===== src/rtl/stream_mux_pkg.sv =====
// Shared definitions for the N-to-1 stream multiplexer and its round-robin arbiter.
package stream_mux_pkg;

  localparam logic MODE_SEL = 1'b0;
  localparam logic MODE_RR  = 1'b1;

endpackage


===== src/rtl/stream_mux_n_to_one_rr_arbiter.sv =====
// Rotating-priority arbiter: the search starts just after the last granted
// channel and wraps modulo N. The result is one-hot, or zero when disabled or idle.
module rr_arbiter #(
  parameter int N  = 4,
  parameter int SW = $clog2(N)
) (
  input  logic [N-1:0]  req,
  input  logic [SW-1:0] last,
  input  logic          en,
  output logic [N-1:0]  gnt
);

  logic [SW-1:0] idx;
  logic          found;

  always_comb begin
    gnt   = '0;
    found = 1'b0;
    idx   = '0;
    if (en) begin
      for (int k = 1; k <= N; k++) begin
        idx = SW'((int'(last) + k) % N);
        if (!found && req[idx]) begin
          gnt[idx] = 1'b1;
          found    = 1'b1;
        end
      end
    end
  end

endmodule


===== src/rtl/stream_mux_n_to_one.sv =====
// Registered N-to-1 valid/ready stream mux with explicit-select and round-robin
// modes; a single output register gives one-cycle latency at full throughput.
module stream_mux_n_to_one
  import stream_mux_pkg::*;
#(
  parameter int N  = 4,
  parameter int W  = 8,
  parameter int SW = $clog2(N)
) (
  input  logic           clk,
  input  logic           rst,
  input  logic           mode,
  input  logic [SW-1:0]  sel,
  input  logic [N-1:0]   in_valid,
  input  logic [N*W-1:0] in_data,
  output logic [N-1:0]   in_ready,
  output logic           out_valid,
  output logic [W-1:0]   out_data,
  output logic [SW-1:0]  out_chan,
  input  logic           out_ready
);

  logic          out_valid_q, out_valid_d;
  logic [W-1:0]  out_data_q,  out_data_d;
  logic [SW-1:0] out_chan_q,  out_chan_d;
  logic [SW-1:0] last_q,      last_d;

  logic [N-1:0]  sel_hit;
  logic [N-1:0]  grant_sel;
  logic [N-1:0]  grant_rr;
  logic [N-1:0]  grant;
  logic [W-1:0]  masked_data [N];
  logic [W-1:0]  mux_data;
  logic [SW-1:0] mux_chan;
  logic          load;
  logic          in_xfer;

  // A decoded select never matches a code >= N, so unused codes grant nothing.
  for (genvar gi = 0; gi < N; gi++) begin : g_sel
    assign sel_hit[gi] = (sel == SW'(gi));
  end
  assign grant_sel = in_valid & sel_hit;

  rr_arbiter #(
    .N  (N),
    .SW (SW)
  ) u_rr_arbiter (
    .req  (in_valid),
    .last (last_q),
    .en   (mode == MODE_RR),
    .gnt  (grant_rr)
  );

  assign grant    = (mode == MODE_RR) ? grant_rr : grant_sel;
  assign load     = !out_valid_q || out_ready;
  assign in_ready = grant & {N{load}};
  assign in_xfer  = |in_ready;

  // AND-OR data mux: each lane is gated by its grant bit, then all lanes are ORed.
  for (genvar gi = 0; gi < N; gi++) begin : g_mask
    assign masked_data[gi] = {W{grant[gi]}} & in_data[gi*W +: W];
  end

  always_comb begin
    mux_data = '0;
    mux_chan = '0;
    for (int i = 0; i < N; i++) begin
      mux_data = mux_data | masked_data[i];
      if (grant[i]) begin
        mux_chan = mux_chan | SW'(i);
      end
    end
  end

  always_comb begin
    out_valid_d = out_valid_q;
    out_data_d  = out_data_q;
    out_chan_d  = out_chan_q;
    last_d      = last_q;
    if (in_xfer) begin
      out_valid_d = 1'b1;
      out_data_d  = mux_data;
      out_chan_d  = mux_chan;
      if (mode == MODE_RR) begin
        last_d = mux_chan;
      end
    end else if (out_valid_q && out_ready) begin
      out_valid_d = 1'b0;
    end
  end

  always_ff @(posedge clk) begin
    if (rst) begin
      out_valid_q <= 1'b0;
      out_data_q  <= '0;
      out_chan_q  <= '0;
      last_q      <= SW'(N - 1);
    end else begin
      out_valid_q <= out_valid_d;
      out_data_q  <= out_data_d;
      out_chan_q  <= out_chan_d;
      last_q      <= last_d;
    end
  end

  assign out_valid = out_valid_q;
  assign out_data  = out_data_q;
  assign out_chan  = out_chan_q;

endmodule


===== config.mk =====
export PLATFORM = sky130hd
export DESIGN_NAME = stream_mux_n_to_one
export DESIGN_NICKNAME = d
export VERILOG_FILES = /design/src/rtl/stream_mux_pkg.sv /design/src/rtl/stream_mux_n_to_one_rr_arbiter.sv /design/src/rtl/stream_mux_n_to_one.sv
export SDC_FILE = /design/constraint.sdc
export NUM_CORES = 1
export LEC_CHECK = 0
export CAP_MARGIN = 20
export CORE_AREA = 3 3 67 69
export CTS_BUF_LIST = sky130_fd_sc_hd__clkbuf_4 sky130_fd_sc_hd__clkbuf_8
export DETAILED_ROUTE_END_ITERATION = 7
export DIE_AREA = 0 0 70 72
export PLACE_DENSITY = 0.78
export REMOVE_ABC_BUFFERS = 1
export SLEW_MARGIN = 20
export SYNTH_ARGS = -nofsm -noshare
export SYNTH_HDL_FRONTEND = slang
export SYNTH_SLANG_ARGS = --single-unit

===== constraint.sdc =====
create_clock -name clk -period 3 [get_ports clk]
set_clock_uncertainty 0.1 [all_clocks]
set_input_delay 0.6 -clock clk [delete_from_list [all_inputs] [get_ports clk]]
set_output_delay 0.6 -clock clk [all_outputs]
set_load 0.005 [all_outputs]

Yosys cells after proc, flatten, opt, wreduce, memory -nomap -nowiden. Index checks and enable logic that the tools add are counted.

Add/sub/neg operators: 4. $lt $le $gt $ge: 8. Equality and inequality tests: 3. Multiplexer cells: 35. Bitwise operators: 12. Reduce and logical (&&, ||, !) cells: 17.

Operators by type and width (count): AND 8 bit (4); 2-to-1 mux 4 bit (8); OR 8 bit (3); 2-to-1 mux 1 bit (17); less-than comparator 2 x 3 -> 1 bit (second input constant) (4); OR 4 bit (3); AND 4 bit (2); binary-select mux 1 bit (select 2 bit) (4); demux 1 bit (select 2 bit) (4); >= comparator 2 x 1 -> 1 bit (second input constant) (4); logical AND 1 bit (8); adder 2 x 1 -> 2 bit (second input constant) (2); adder 2 bit (second input constant) (2); equality test 2 bit (second input constant) (2); logical NOT 1 bit (4); 2-to-1 mux 2 bit (2); OR reduction 4 bit (1); equality test 2 x 1 -> 1 bit (second input constant) (1); logical NOT 2 bit (1); AND reduction 2 bit (1); nonzero test 2 bit (1); logical OR 1 bit (1).

Register bits after elaboration: 13. Logic and storage cells: 83.

Logic depth before layout (Yosys ltp). Gate-level depths: netlist of run 1.

Depth after elaboration: 21. Depth in mapped cells: 10. Gate-level depth less buffers: 8.

Hierarchy. Synthesis of run 1 repeated with hierarchy kept, for this count alone.

Cell total of the unflattened synthesis: 158. Area, all modules: 1372.6 um^2.

Modules (own cells, without submodules): stream_mux_n_to_one (times used 1, cells each 124, area an instance 1019.7 um^2); rr_arbiter (times used 1, cells each 34, area an instance 352.8 um^2).

Least setup slack after synthesis of run 1. No wires, ideal clock.

Path type: register to register. Start point: register last_q[0]. End point: register out_data_q[0] (netlist: out_data[0]). Library setup time: 0.072 ns. Arrival: 3.026 ns. Required time: 2.828 ns. Setup slack: -0.197 ns. Cell stages (with the launch flop): 11. Clock period less this slack: 3.197 ns. Cells stage by stage: dfxtp_1 clkbuf_8 inv_1 ha_1 mux4_1 inv_1 mux2_4 o41a_1 o41ai_2 buf_6 mux2i_1.

Longest elaborated chain between the ends: 21. Elaborated cells between the ends (all ways): 64. Those cells by class: add/sub: 4; order compare: 8; mux: 30; bitwise: 11; reduce/logical: 11.

Ends and longest elaborated chain: start: declaration (RTL line stream_mux_n_to_one.sv:26) `logic [SW-1:0] last_q, last_d;`; start signal: assignment (RTL line stream_mux_n_to_one.sv:97) `last_q <= SW'(N - 1);`; start signal: assignment (RTL line stream_mux_n_to_one.sv:102) `last_q <= last_d;`; branches (longest 15 deep; another with less-than comparator 2 x 3 -> 1 bit); 2-to-1 mux 4 bit * (RTL line stream_mux_n_to_one_rr_arbiter.sv:23) `if (!found && req[idx]) begin`; 2-to-1 mux 4 bit * (RTL line stream_mux_n_to_one.sv:54) `assign grant = (mode == MODE_RR) ? grant_rr : grant_sel;`; AND 8 bit (RTL line stream_mux_n_to_one.sv:61) `assign masked_data[gi] = {W{grant[gi]}} & in_data[gi*W +: W];`; OR 8 bit (3 in series) (RTL line stream_mux_n_to_one.sv:68) `mux_data = mux_data | masked_data[i];`; end signal: assignment (RTL line stream_mux_n_to_one.sv:100) `out_data_q <= out_data_d;`; end: declaration (RTL line stream_mux_n_to_one.sv:24) `logic [W-1:0] out_data_q, out_data_d;`.

Mark *: on every way between the ends. The select of a mux whose other input is x is not followed. A chain may end at the register's enable or synchronous reset.

Worst setup path in the final report of run 1.
Start point: input in_valid[2]. End point: output in_ready[3].

Longest elaborated chain between the ends: 17. Elaborated cells between the ends (all ways): 32. Those cells by class: mux: 22; bitwise: 4; reduce/logical: 6.

Ends and longest elaborated chain: start: declaration (RTL line stream_mux_n_to_one.sv:14) `input logic [N-1:0] in_valid,`; binary-select mux 1 bit (select 2 bit) (RTL line stream_mux_n_to_one_rr_arbiter.sv:23); 2-to-1 mux 1 bit (implied by the code) (RTL line stream_mux_n_to_one_rr_arbiter.sv:23); 2-to-1 mux 1 bit (RTL line stream_mux_n_to_one_rr_arbiter.sv:23); 2-to-1 mux 1 bit (RTL line stream_mux_n_to_one_rr_arbiter.sv:20) `if (en) begin`; logical NOT 1 bit (RTL line stream_mux_n_to_one_rr_arbiter.sv:23); logical AND 1 bit (RTL line stream_mux_n_to_one_rr_arbiter.sv:23); 2-to-1 mux 1 bit (RTL line stream_mux_n_to_one_rr_arbiter.sv:23); 2-to-1 mux 1 bit (RTL line stream_mux_n_to_one_rr_arbiter.sv:20); logical NOT 1 bit (RTL line stream_mux_n_to_one_rr_arbiter.sv:23); logical AND 1 bit (RTL line stream_mux_n_to_one_rr_arbiter.sv:23); 2-to-1 mux 1 bit (RTL line stream_mux_n_to_one_rr_arbiter.sv:23); 2-to-1 mux 1 bit (RTL line stream_mux_n_to_one_rr_arbiter.sv:20); logical NOT 1 bit (RTL line stream_mux_n_to_one_rr_arbiter.sv:23); logical AND 1 bit (RTL line stream_mux_n_to_one_rr_arbiter.sv:23); 2-to-1 mux 4 bit * (RTL line stream_mux_n_to_one_rr_arbiter.sv:23); 2-to-1 mux 4 bit * (RTL line stream_mux_n_to_one.sv:54); AND 4 bit * (RTL line stream_mux_n_to_one.sv:56) `assign in_ready = grant & {N{load}};`; end: declaration (RTL line stream_mux_n_to_one.sv:16) `output logic [N-1:0] in_ready,`.

Every way passes the cells marked *; elsewhere a longest branch is shown, timed or not. The select of a mux whose other input is x is not followed.

==> flow_summary.yaml, run 1 <==
sta:
  drv_slew: 0
  fin_crit_sh_pct: 105.6
  hold_viol: 0
  fin_crit_ps: 3167
  rsz0062_at_grt: "yes"
  max_freq_mhz: 315.8
  slew_headroom_pct: 55.14
  tightest_slew_ps: 669.9
  setup_violations: 17
  setup_ws_ps: -166.5
power:
  vdd_ir_drop_max_uv: 388.6
  leakagePower_nw: 1.341
  internal-power_w: 0.0007217
  power_frac_comb_pct: 66.9
  totalPowerFinal_w: 0.001178
  powerDensity_nw_per_um2: 378.6
  clock_power_share_pct: 14.1
  seq_power_share_pct: 19.0
  p_sw_share_pct: 38.74
  switchingPower_w: 0.0004564
yosys:
  synth_flop_cell: "dfxtp_1"
  synth_fa_ha_area_share_pct: 5.869
  ys_types: 51
  syn_area_sq_um: 1705
  ys_seq_area_share_pct: 15.26
  synth_area_per_cell_sq_um: 8.443
  synthTopCellsByArea: "dfxtp_1 15%, a41oi_1 8.2%, nand2_1 7.5%"
  synthXorXnorAreaFrac_pct: 0
  ys_warn_count: 0
  synth_top_family_by_area: "compound AO/OA/AOI/OAI gates"
  ys_ff_latch: 13
  synth-compound-area-share_pct: 39.40
  muxShareOfSynthArea_pct: 11.15
  yosysTopAreaCellShare_pct: 15.26
  synth_edf_count: 0
  synthArstFlopShare_pct: 0
  synthCells: 202
  synth_top_cell_by_area: "dfxtp_1"
  synth_simple_gate_area_share_pct: 18.78
placement:
  gp_congestion: 0.9532
  placed_area_sq_um: 2618
  port_buffers: 56
  hpwl_um: 4521
  dp_cells: 348
  place_ws_ps: -909.5
clocking:
  clock_sinks: 13
  cts_root_buffer: "clkbuf_8"
  tritoncts: "built"
  clk_latency_ps: 250
  cts.clk_slew.worst_paths_ps: 50
  cts_max_level: 1
  cts_buffers: 3
  cts.path.max_buffers: 2
worst_setup_path:
  cp_data_required_time_ps: 2300
  slowest_delay_ps: 500
  crit_top_cell: "buf_6"
  end_kind: "output port"
  path_cells: "buf_6 > buf_6 > mux4_2 > and2_4 > mux2_4 > o41ai_4 > buf_4 > nor2_2 > buf_2"
  cp_top_family: "multiplexers"
  critical-path-slowest-cell: "mux4_2"
  crit_buf_inv: 4
  critPathKind: "in2out"
  crit_fanout: 5
  startpoint_type: "input pin"
  arrival_ps: 2470
finish:
  instances_no_fill: 382
  final_area_sq_um: 3112
  antennaDiodeCount: 0
  multiInputGateArea_sq_um: 1460
  drive_above_1_share_pct: 40.66
  finalNetCount: 383
  final_common_cell: "buf_4"
  n_fill_cell: 227
  area_growth_pct: 82.46
  ff_latch_area_sq_um: 262.8
  final_cell_mix: "65 x buf_4, 48 x clkdlybuf4s50_1, 33 x nand2_1, 16 x a41oi_1, 16 x a31oi_1"
drt:
  vias_per_cell: 6.537
  postRouteAntennaNets: 0
  drt_iter0_drc: 409
  drc: 0
  wirelength_um: 8355
  wl_per_cell_um: 21.87
  vias: 2497
  first_pass_iters: 5
global_route:
  antenna_found_initial: 0
  grt_max_degree: 22
  gr-total-overflow: 0
  grtUsageTotal_pct: 26.93
  grt_first_pass_wirelength_um: 10850
  first_global_vias: 2281
hold_path:
  min_path_type: "reg2reg"
die:
  die_width_um: 70
  num_rows: 23
  start_util_pct: 42.94
  fp.dieH_um: 72
  die_area_sq_um: 5040
  ioPinCount: 57
  coreArea_sq_um: 3971
status:
  status: "finished with violations"
  violations: "negative setup slack"
run:
  maxCapViolCount: 0
## worst paths after layout
kind	from	endpoint	slack (ps)	depth (start not counted)
max	in_valid[2]	in_ready[3]	-170	9
min	out_data[4]$_SDFFE_PP0P_	out_data[4]$_SDFFE_PP0P_	370	2
max reg2reg	last_q[1]$_SDFFE_PP1P_	out_data[7]$_SDFFE_PP0P_	-100	12
min reg2reg	out_data[4]$_SDFFE_PP0P_	out_data[4]$_SDFFE_PP0P_	370	2
## power by group through the flow
stage	Combinational, W	Sequential, W	Clock, W
floorplan	0.000264	0.000232	0
global placement	0.000569	0.000222	0
detailed placement	0.000577	0.000223	0
CTS	0.000658	0.000222	0.000165
global route	0.000823	0.000225	0.000175
finish	0.000788	0.000224	0.000166
## kinds of logic after synthesis
logic type / after synthesis
fa+ha+maj: 8
simple gates: 63
mux: 14
compound gates: 76
flops: 13
buf+inv: 28
## tightest hold or removal path, cell delays in order, from the launching register on
cell     delay [ps]
dfxtp_1         310
nand2_1          50
mux2i_1          60
## timing repair
action,in CTS,in global routing
buffers inserted,19,11
setup endpoints to repair,17,16
gates cloned,1,0
pin swaps,16,18
gates resized for setup,73,19
hold buffers,0,0
## stage by stage
step	TNS, ps	hold WS [ps]	utilization, %
floorplan	-8112	355.1	-
global placement	-10590	352.3	65.91
detailed placement	-11890	357.4	65.91
CTS	-168.4	369.7	74.01
global route	-2353	390.1	78.36
finish	-1537	367.6	78.36
## cells in the mapped netlist, types with 3 or more instances
library cell  count
nand2_1          34
inv_1            17
a31oi_1          16
a41oi_1          16
dfxtp_1          13
mux2i_1          10
o41ai_1          10
ha_1              8
buf_6             5
nand3b_1          5
nor2_1            5
or3b_2            4
a21oi_1           3
and3_1            3
o21a_1            3
## routing by layer
layer / wire (um) / part of all wire, % / vias to the layer above / track usage, %
met5: 0 / 0 / - / 0
met4: 462 / 5.5 / 0 / 11.91
met3: 758 / 9.1 / 54 / 3.186
met2: 3990 / 48 / 205 / 47.85
met1: 3143 / 38 / 1182 / 32.80
li1: - / - / 1056 / -
## state kept, by name, indices dropped and copies added, names as in the netlist
signal / count
out_data: 8
out_valid: 1
out_chan: 2
last_q: 2
## layout make-up
| cell class | count | share of cell area [%] |
|---|---|---|
| Multi-Input combinational cell | 161 | 46.92 |
| Timing Repair Buffer | 135 | 38.76 |
| Inverter | 19 | 2.292 |
| Sequential cell | 13 | 8.444 |
| Clock buffer | 4 | 1.568 |
| Tap cell | 50 | 2.010 |
(Power assumes the default switching activity.)
==> run 2: changes to the inputs <==
--- a/config.mk
+++ b/config.mk
@@ -12,7 +12,6 @@
 export DIE_AREA = 0 0 70 72
 export PLACE_DENSITY = 0.78
 export REMOVE_ABC_BUFFERS = 1
-export SLEW_MARGIN = 20
 export SYNTH_ARGS = -nofsm -noshare
 export SYNTH_HDL_FRONTEND = slang
 export SYNTH_SLANG_ARGS = --single-unit
==> results of run 2 <==
Final layout, timing and power as in run 1 (identical DEF).
